==> src/rtl/legv8_pkg.sv <==
// Shared definitions for the LEGv8 fetch front end.
// Holds the NOP encoding, the opcode fields that the register decoder
// recognises, the instruction-class, FSM-state and per-cycle-action enums,
// the hazard scoreboard entry, and a classify() helper used by the decoder.
package legv8_pkg;

  localparam logic [31:0] NOP_INSTR = 32'hd503201f;
  localparam logic [4:0]  XZR       = 5'd31;

  // R-type and D-type opcodes live in [31:21]
  localparam logic [10:0] OP_ADD  = 11'h458;
  localparam logic [10:0] OP_SUB  = 11'h658;
  localparam logic [10:0] OP_AND  = 11'h450;
  localparam logic [10:0] OP_ORR  = 11'h550;
  localparam logic [10:0] OP_LDUR = 11'h7C2;
  localparam logic [10:0] OP_STUR = 11'h7C0;
  // I-type opcodes live in [31:22]
  localparam logic [9:0]  OP_ADDI = 10'h244;
  localparam logic [9:0]  OP_SUBI = 10'h344;
  // CB-type opcodes live in [31:24]
  localparam logic [7:0]  OP_CBZ  = 8'hB4;
  localparam logic [7:0]  OP_CBNZ = 8'hB5;

  typedef enum logic [2:0] {
    IC_RTYPE, IC_IMM, IC_LOAD, IC_STORE, IC_CBR, IC_OTHER
  } iclass_e;

  typedef enum logic [1:0] {IDLE, RUN, DONE} fsm_e;

  // What the datapath does on the coming edge
  typedef enum logic [2:0] {
    A_HOLD,    // decode stalled: freeze everything
    A_IDLE,    // no slot: emit invalid NOP, age the scoreboard
    A_REDIR,   // taken branch: load target, squash the slot
    A_BUBBLE,  // RAW hazard: emit valid NOP, pc holds
    A_ISSUE    // issue imem_q, advance pc
  } act_e;

  typedef struct packed {
    logic       vld;
    logic [4:0] rd;
  } sb_entry_t;

  function automatic iclass_e classify(input logic [31:0] i);
    iclass_e c;
    if (i[31:21] == OP_ADD || i[31:21] == OP_SUB ||
        i[31:21] == OP_AND || i[31:21] == OP_ORR)     c = IC_RTYPE;
    else if (i[31:22] == OP_ADDI || i[31:22] == OP_SUBI) c = IC_IMM;
    else if (i[31:21] == OP_LDUR)                     c = IC_LOAD;
    else if (i[31:21] == OP_STUR)                     c = IC_STORE;
    else if (i[31:24] == OP_CBZ || i[31:24] == OP_CBNZ) c = IC_CBR;
    else                                              c = IC_OTHER;
    return c;
  endfunction

endpackage

==> src/rtl/instr_regdecode.sv <==
// Combinational register-usage decoder for one LEGv8 instruction.
//   instr   : 32-bit instruction word
//   writes  : instruction writes rd (never set for XZR)
//   rd      : destination field [4:0]
//   rn_used : first source read (never set for XZR)
//   rn      : first source field [9:5]
//   rm_used : second source read (never set for XZR)
//   rm      : second source ([20:16] for R-type, [4:0] for STUR/CBZ/CBNZ)
module instr_regdecode
  import legv8_pkg::*;
(
  input  logic [31:0] instr,
  output logic        writes,
  output logic [4:0]  rd,
  output logic        rn_used,
  output logic [4:0]  rn,
  output logic        rm_used,
  output logic [4:0]  rm
);

  iclass_e cls;
  assign cls = classify(instr);

  always_comb begin
    writes  = 1'b0;
    rn_used = 1'b0;
    rm_used = 1'b0;
    rd      = instr[4:0];
    rn      = instr[9:5];
    rm      = instr[20:16];
    case (cls)
      IC_RTYPE: begin writes = 1'b1; rn_used = 1'b1; rm_used = 1'b1; end
      IC_IMM,
      IC_LOAD:  begin writes = 1'b1; rn_used = 1'b1; end
      // store data and branch condition register both sit in [4:0]
      IC_STORE: begin rn_used = 1'b1; rm_used = 1'b1; rm = instr[4:0]; end
      IC_CBR:   begin rm_used = 1'b1; rm = instr[4:0]; end
      default:  ;
    endcase
    // XZR is hardwired zero: never a producer, never a real dependency
    if (rd == XZR) writes  = 1'b0;
    if (rn == XZR) rn_used = 1'b0;
    if (rm == XZR) rm_used = 1'b0;
  end

endmodule

==> src/rtl/fetch_scheduler.sv <==
// Instruction-fetch sequencer for the LEGv8 pipeline.
// Owns the PC, addresses the combinational instruction ROM, and issues one
// slot per advancing cycle to decode. A small scoreboard of recently issued
// destination registers blocks RAW hazards by issuing NOP bubbles instead.
// Ports:
//   clk, reset          : clock, synchronous active-high reset
//   start               : pulse, leaves IDLE and fetches from PC 0
//   imem_addr / imem_q  : ROM word address (pc[7:2]) and same-cycle data
//   id_ready            : decode accepts; low freezes the fetch stage
//   if_valid/instr/pc   : registered issue slot
//   br_taken/br_target  : redirect from MEM, highest priority
//   done                : program ran off the end of the ROM
//   bubble_cnt          : saturating count of hazard bubbles
module fetch_scheduler
  import legv8_pkg::*;
#(
  parameter int ROM_WORDS = 23,
  parameter int HAZ_DEPTH = 3,
  parameter int CNT_W     = 16
) (
  input  logic             clk,
  input  logic             reset,
  input  logic             start,
  output logic [5:0]       imem_addr,
  input  logic [31:0]      imem_q,
  input  logic             id_ready,
  output logic             if_valid,
  output logic [31:0]      if_instr,
  output logic [63:0]      if_pc,
  input  logic             br_taken,
  input  logic [63:0]      br_target,
  output logic             done,
  output logic [CNT_W-1:0] bubble_cnt
);

  fsm_e                      state, state_nxt;
  act_e                      act;
  logic [63:0]               pc;
  sb_entry_t [HAZ_DEPTH-1:0] sb;     // sb[0] is the most recent slot
  sb_entry_t                 sb_in;
  logic                      in_range, hazard;
  logic                      dec_writes, dec_rn_used, dec_rm_used;
  logic [4:0]                dec_rd, dec_rn, dec_rm;

  assign imem_addr = pc[7:2];
  assign in_range  = pc[63:2] < 62'(ROM_WORDS);
  assign done      = (state == DONE);

  instr_regdecode u_dec (
    .instr   (imem_q),
    .writes  (dec_writes),
    .rd      (dec_rd),
    .rn_used (dec_rn_used),
    .rn      (dec_rn),
    .rm_used (dec_rm_used),
    .rm      (dec_rm)
  );

  always_comb begin
    hazard = 1'b0;
    for (int i = 0; i < HAZ_DEPTH; i++)
      if (sb[i].vld && ((dec_rn_used && sb[i].rd == dec_rn) ||
                        (dec_rm_used && sb[i].rd == dec_rm)))
        hazard = 1'b1;
  end

  // State register
  always_ff @(posedge clk) begin
    if (reset) state <= IDLE;
    else       state <= state_nxt;
  end

  // Next state. The halt is only taken once decode has accepted the last
  // slot, so a stalled final instruction is never dropped.
  always_comb begin
    state_nxt = state;
    if (br_taken) state_nxt = RUN;
    else begin
      case (state)
        IDLE:    if (start) state_nxt = RUN;
        RUN:     if (id_ready && !in_range) state_nxt = DONE;
        default: ;
      endcase
    end
  end

  // Per-cycle action
  always_comb begin
    act = A_IDLE;
    if (br_taken)            act = A_REDIR;
    else if (state == RUN) begin
      if (!id_ready)         act = A_HOLD;
      else if (!in_range)    act = A_IDLE;
      else if (hazard)       act = A_BUBBLE;
      else                   act = A_ISSUE;
    end
  end

  assign sb_in = (act == A_ISSUE) ? '{vld: dec_writes, rd: dec_rd} : '0;

  always_ff @(posedge clk) begin
    if (reset) begin
      pc         <= '0;
      if_valid   <= 1'b0;
      if_instr   <= NOP_INSTR;
      if_pc      <= '0;
      bubble_cnt <= '0;
      sb         <= '0;
    end else begin
      if (act != A_HOLD) sb <= {sb[HAZ_DEPTH-2:0], sb_in};
      case (act)
        A_IDLE: begin
          if_valid <= 1'b0;
          if_instr <= NOP_INSTR;
          if (state == IDLE && start) pc <= '0;
        end
        A_REDIR: begin
          // scoreboard keeps ageing: older writers are still in flight
          pc       <= br_target;
          if_valid <= 1'b0;
          if_instr <= NOP_INSTR;
          if_pc    <= pc;
        end
        A_BUBBLE: begin
          if_valid <= 1'b1;
          if_instr <= NOP_INSTR;
          if_pc    <= pc;
          if (bubble_cnt != '1) bubble_cnt <= bubble_cnt + 1'b1;
        end
        A_ISSUE: begin
          if_valid <= 1'b1;
          if_instr <= imem_q;
          if_pc    <= pc;
          pc       <= pc + 64'd4;
        end
        default: ;
      endcase
    end
  end

endmodule

==> config.mk <==
export PLATFORM = sky130hd
export DESIGN_NAME = fetch_scheduler
export DESIGN_NICKNAME = d
export VERILOG_FILES = /design/src/rtl/legv8_pkg.sv /design/src/rtl/instr_regdecode.sv /design/src/rtl/fetch_scheduler.sv
export SDC_FILE = /design/constraint.sdc
export NUM_CORES = 1
export LEC_CHECK = 0
export BUFFER_PORTS_ARGS = -buffer_cell sky130_fd_sc_hd__buf_2
export CORE_ASPECT_RATIO = 0.9
export CORE_MARGIN = 2
export CORE_UTILIZATION = 54
export CTS_CLUSTER_DIAMETER = 150
export DETAILED_ROUTE_END_ITERATION = 8
export PLACE_DENSITY = 0.8
export SYNTH_ARGS = -nofsm -noshare
export SYNTH_HDL_FRONTEND = slang
export SYNTH_SLANG_ARGS = --single-unit
==> constraint.sdc <==
create_clock -name clk -period 5 [get_ports clk]
set_clock_uncertainty 0.05 [all_clocks]
set_input_delay 1.5 -clock clk [delete_from_list [all_inputs] [get_ports clk]]
set_output_delay 1.5 -clock clk [all_outputs]
set_load 0.02 [all_outputs]
# == Word-level counts from Yosys, hierarchy flattened ==
# Cells that the tools add are included.
# totals
ramBits,0
output_inout_bits,120
mem_count,0
register_bits,197
romBits,0
word_cells,121
latchBits,0
in_bits,101
# op_classes
eq_ne,35
n_lt_le_gt_ge,1
n_div,0
shift,0
reduce_logical,41
n_mul,0
addsub,2
mux,29
bitwise_logic,0
# op_table
op,n
64-bit one-hot mux with 3 select lines,1
"11-bit == test, second input constant",6
"64-bit by 3-bit adder with 64-bit output, second input constant",1
64-bit two-way mux,1
32-bit one-hot mux with 2 select lines,1
"62-bit by 5-bit less-than comparator with 1-bit output, second input constant",1
5-bit == test,6
3-bit two-way mux,9
"10-bit == test, second input constant",2
"16-bit by 1-bit adder with 16-bit output, second input constant",1
"8-bit == test, second input constant",2
"16-bit inequality test, second input constant",1
"5-bit == test, second input constant",3
"3-bit by 2-bit == test with 1-bit output, second input constant",4
3-bit OR reduction,4
1-bit logical AND,11
1-bit two-way mux,11
3-bit nonzero test,3
1-bit logical OR,8
2-bit OR reduction,4
"3-bit by 1-bit == test with 1-bit output, second input constant",2
"3-bit == test, second input constant",2
6-bit two-way mux,1
"2-bit inequality test, second input constant",3
14 further kinds,20

# == Longest topological paths before layout ==
# logic_depth
depth_word,26
depth_mapped,13
ltp_nobuf,9

# == Cells and area by module ==
# Synthesis repeated with hierarchy kept, for this count alone.
# unflattened
cells_unflattened,936
area_unflattened_um2,8044.0
# modules_own_cells
mod,area_each_um2,n_inst,cells_each
fetch_scheduler,7733.7,1,892
instr_regdecode,310.3,1,44

# == Worst setup path before layout ==
# OpenSTA, ideal clock, no wires.
# synth_timing
path_kind,input to register
startpoint,input port imem_q[4]
endpoint,register bubble_cnt[11]
required_ns,4.829
cell_stages,10
path_buffers,2
arrival_time_ns,3.905
setup_time_ns,0.121
setup_slack_ns,0.924
path_cell_list,buf_2 > xor2_1 > a2111oi_1 > nor3_1 > or4b_4 > a2111oi_4 > o41ai_1 > buf_2 > nor4_1 > mux2_2
# synth_between
elab_chain_len,16
# synth_rtl
element,line_no,source
start: declaration,fetch_scheduler.sv:25,"input logic [31:0] imem_q,"
5-bit two-way mux *,instr_regdecode.sv:31,case (cls)
5-bit == test,instr_regdecode.sv:43,if (rm == XZR) rm_used = 1'b0;
1-bit two-way mux,instr_regdecode.sv:43,
1-bit logical AND,fetch_scheduler.sv:63,(dec_rm_used && sb[i].rd == dec_rm)))
1-bit logical OR,fetch_scheduler.sv:62,if (sb[i].vld && ((dec_rn_used && sb[i].rd == dec_rn) ||
1-bit logical AND,fetch_scheduler.sv:62,
1-bit two-way mux (2 in series),fetch_scheduler.sv:62,
1-bit two-way mux *,fetch_scheduler.sv:62,
3-bit two-way mux *,fetch_scheduler.sv:94,else if (hazard) act = A_BUBBLE;
3-bit two-way mux *,fetch_scheduler.sv:93,else if (!in_range) act = A_IDLE;
3-bit two-way mux *,fetch_scheduler.sv:92,if (!id_ready) act = A_HOLD;
3-bit two-way mux *,fetch_scheduler.sv:91,else if (state == RUN) begin
3-bit two-way mux *,fetch_scheduler.sv:90,if (br_taken) act = A_REDIR;
3-bit by 2-bit == test with 1-bit output *,fetch_scheduler.sv:111,case (act)
2-bit AND reduction (no source line) *,n/a,
end signal: assignment,fetch_scheduler.sv:128,if (bubble_cnt != '1) bubble_cnt <= bubble_cnt + 1'b1;
end: declaration,fetch_scheduler.sv:33,output logic [CNT_W-1:0] bubble_cnt
# Mark *: on every way between the ends. The rest lies on a longest branch, timed or not.
# A chain may end at the register's enable or synchronous reset.

# == Worst setup path in the final report ==
# layout_timing
startpoint,input port imem_q[27]
endpoint,register bubble_cnt[1]
# layout_between
elab_chain_len,25
# layout_rtl
element,line_no,source
8-bit == test,legv8_pkg.sv:51,else if (i[31:24] == OP_CBZ || i[31:24] == OP_CBNZ) c = IC_CBR;
1-bit logical OR,legv8_pkg.sv:51,
1-bit two-way mux,legv8_pkg.sv:51,
3-bit two-way mux,legv8_pkg.sv:50,else if (i[31:21] == OP_STUR) c = IC_STORE;
3-bit two-way mux,legv8_pkg.sv:49,else if (i[31:21] == OP_LDUR) c = IC_LOAD;
3-bit two-way mux,legv8_pkg.sv:48,else if (i[31:22] == OP_ADDI || i[31:22] == OP_SUBI) c = IC_IMM;
3-bit two-way mux *,legv8_pkg.sv:46,if (i[31:21] == OP_ADD || i[31:21] == OP_SUB ||
3-bit by 2-bit == test with 1-bit output or 3-bit == test (tied branches),instr_regdecode.sv:31,
[9 not listed],n/a,
1-bit two-way mux *,fetch_scheduler.sv:62,
3-bit two-way mux *,fetch_scheduler.sv:94,
3-bit two-way mux *,fetch_scheduler.sv:93,
3-bit two-way mux *,fetch_scheduler.sv:92,
3-bit two-way mux *,fetch_scheduler.sv:91,
3-bit two-way mux *,fetch_scheduler.sv:90,
3-bit by 2-bit == test with 1-bit output *,fetch_scheduler.sv:111,
2-bit AND reduction (no source line) *,n/a,
# Marked as above.

==> results.ini <==
[drt]
vias=8943
wl_per_cell_um=20.2
postRouteAntennaNets=0
first_pass_iters=5
routed_wirelength_um=29200
drtIter0Drc=925
via_per_inst=6.19
drc=0

[critical_path]
cp_top_family=compound AO/OA/AOI/OAI gates
slowest_delay_ns=1.06
slowest_stage=o41ai_2
path_buf_inv=3
worstPathArrival_ns=4.72
crit_type=in -> reg
cp-start-kind=input pin
end_kind=register
path_cells=buf_2 -> and4bb_1 -> nand2_1 -> o2111ai_1 -> a211oi_1 -> and4_1 -> o41ai_2 -> buf_4 -> buf_4 -> mux2i_1 -> nor2_1
crit_path_frequent_cell=buf_4
required_ns=5.27
crit_fanout=16

[yosys]
ys_top_cells_by_area=dfxtp_1 (43%), mux2i_1 (7.4%), a22o_1 (5.2%), nor2_1 (4.7%), nand2_1 (3.4%)
ys_ff_latch=197
synth_async_sr_flop_share_pct=0
avgSynthCellArea_um2=8.91
syn_area_um2=9180
ys_types=72
synth_flop_cell=dfxtp_1
synth_cells=1030
synth_warnings=0
yosys.area.top_type=dfxtp_1
synth.net_count=1133
yosysTopAreaCellShare_pct=43.0
yosysSeqAreaShare_pct=43.0
synth-edff-count=0

[timing]
relSlewSlack_pct=16.7
period_share_pct=88.9
rsz0062_at_grt=false
timing.setup.tns_ns=0
fmax_mhz=225
fin_crit_ns=4.45
setup_viol=0
tightest_slew_ns=1.24
hold_violations=0
finalMaxSlewViolations=0

[power]
p_int_mw=2.44
pwr-share-clk_pct=41.1
switchingPower_uw=982
leakagePower_nw=4.72
power_density_nw_per_um2=309
peakVddDrop_uv=250
swShare_pct=28.7
seq_power_share_pct=48.7
combPwrFrac_pct=10.2

[clock_network]
clockRootBuffer=clkbuf_16
ctsHoldBuffers=0
cts_tree=done
cts_resized=0
post_cts.repair.setup_buffers=0
clock_latency_ns=0.45
clk_pin_slew_ns=0.08
numCtsBuffers=17
clockBufferDepth=2
htreeDepth=4
cts_sinks=197

[layout]
drive_gt1_share_pct=24.6
areaGrowthSynthToFinish_pct=20.5
stdcell_count=1445
finish.net_count=1320

[placement]
io_buffers=220
dp_cells=1409
dp_hpwl_um=21000
gp_congestion=0.975

[global_routing]
antenna_found_initial=4
first_global_vias=8165
grt_usage_pct=31.8
met1_usage_pct=43.4
grt_max_degree=80
gr-usage-met2_pct=48.9
busiest_layer=met2
gr-total-overflow=0
grt_pass1_wl_um=45000
grtUsageMet3_pct=7.58

[worst_hold_path]
hp-class=reg -> reg

[floorplanning]
die_area_um2=18100
boundaryPins=221
coreArea_um2=16800
rows=45
die_x_um=141
dieHeight_um=128
floorplan.initialDensity_pct=54.7

[outcome]
status=complete, no violations

[job]
max_cap_viol_count=0

[synth_stat cells (6+ instances only)]
cell type	number
a2111oi_0	6
a211oi_1	6
a21oi_1	55
a22o_1	54
a22oi_1	21
a31oi_1	6
and3_1	9
and4_1	6
buf_1	8
buf_2	11
buf_4	8
buf_6	7
clkbuf_1	49
dfxtp_1	197
inv_1	11
mux2i_1	68
nand2_1	84
nand2b_1	6
nand3_1	23
nand4_1	28
nor2_1	116
nor2b_1	34
nor3_1	13
nor4_1	39
o2111ai_1	8
o211ai_1	10
o21ai_0	20
o22ai_1	11
o31ai_1	10
or3_1	6
or4_1	7
xnor2_1	12
xor2_1	16
[per-stage QoR]
step | area [um^2] | total power [mW] | utilization, % | hold slack, ns | setup slack, ns
global route | 11100 | 3.52 | 65.9 | 0.436 | 0.320
CTS | 11100 | 3.42 | 65.9 | 0.417 | 0.631
detailed placement | 10400 | 2.04 | 62.2 | 0.401 | 0.177
finish | 11100 | 3.42 | 65.9 | 0.418 | 0.554
global placement | 10400 | 2.04 | 62.2 | 0.397 | 0.192
floorplan | 9180 | 1.91 | - | 0.392 | 0.924
[power by group through the flow]
stage               combinational [mW]  sequential (mW)  clock (mW)
detailed placement               0.340             1.70           0
global route                     0.372             1.67        1.48
global placement                 0.338             1.70           0
finish                           0.347             1.67        1.41
floorplan                        0.204             1.70           0
CTS                              0.342             1.66        1.42
[registers in the layout, indices dropped and copies added, names as in the netlist]
register and flops:
if_pc 64, pc 64, if_instr 32, sb 18
bubble_cnt 16, state 2, if_valid 1
[layout by cell type (no fill, tap or decap), types with 7 or more instances in the layout]
| cell type | instances |
|---|---|
| buf_2 | 219 |
| dfxtp_1 | 197 |
| nor2_1 | 115 |
| nand2_1 | 84 |
| mux2i_1 | 68 |
| a21oi_1 | 54 |
| a22o_1 | 54 |
| nor4_1 | 39 |
| nor2b_1 | 33 |
| buf_4 | 30 |
| nand4_1 | 28 |
| nand3_1 | 23 |
| a22oi_1 | 21 |
| o21ai_0 | 20 |
| clkbuf_16 | 17 |
| xor2_1 | 16 |
| nor3_1 | 13 |
| xnor2_1 | 12 |
| inv_1 | 11 |
| o22ai_1 | 11 |
| o211ai_1 | 10 |
| o31ai_1 | 10 |
| and3_1 | 9 |
| o2111ai_1 | 8 |
| or4_1 | 7 |
[worst register-to-register path, cell delays in order, from the launching register on]
cell      delay, ns
dfxtp_1        0.40
ha_1           0.26
and2_1         0.20
o21ai_0        0.25
nor4b_1        0.52
and3_1         0.38
o211ai_1       0.18
nor4_4         0.91
buf_4          0.33
nand2_1        0.10
a21oi_1        0.15
[kinds of logic (layout without fill, tap and decap cells)]
kind of cell / count (synthesis) / after routing / synth area share (%)
compound gates: 239 / 239 / 18.9
fa+ha+maj: 2 / 2 / 0.273
xor+xnor: 28 / 28 / 2.67
buf+inv: 95 / 295 / 4.93
mux: 72 / 72 / 7.91
simple gates: 397 / 397 / 22.3
flops: 197 / 197 / 43.0
other cells: 0 / 4 / 0
[area by class of cell]
type	count	area, um^2
antenna	4	10.0
sequential	197	3940
fill	1397	5720
inverter	12	45.0
tap	211	264
multi-input combinational	738	4820
clock inverter	15	193
clock buffer	17	425
timing repair buffer	251	1360
[path summary, 6_finish.rpt]
check	end	depth (start not counted)	slack, ns	from
setup reg to reg	sb[3]$_SDFFE_PP0P_	10	1.21	pc[2]$_SDFFE_PP0P_
hold / removal	if_instr[2]$_SDFFE_PP1P_	2	0.42	if_instr[2]$_SDFFE_PP1P_
setup / recovery	bubble_cnt[1]$_SDFFE_PP0P_	11	0.55	imem_q[27]
hold reg to reg	if_instr[2]$_SDFFE_PP1P_	2	0.42	if_instr[2]$_SDFFE_PP1P_
[layer usage]
metal,share of wire [%],vias to the layer above,wire [um]
met5,0.045,-,13
met4,3.3,2,953
met3,9.2,69,2690
met2,44,452,12900
met1,43,4235,12600
li1,-,4185,-
Power figures use the tool's default switching activity.
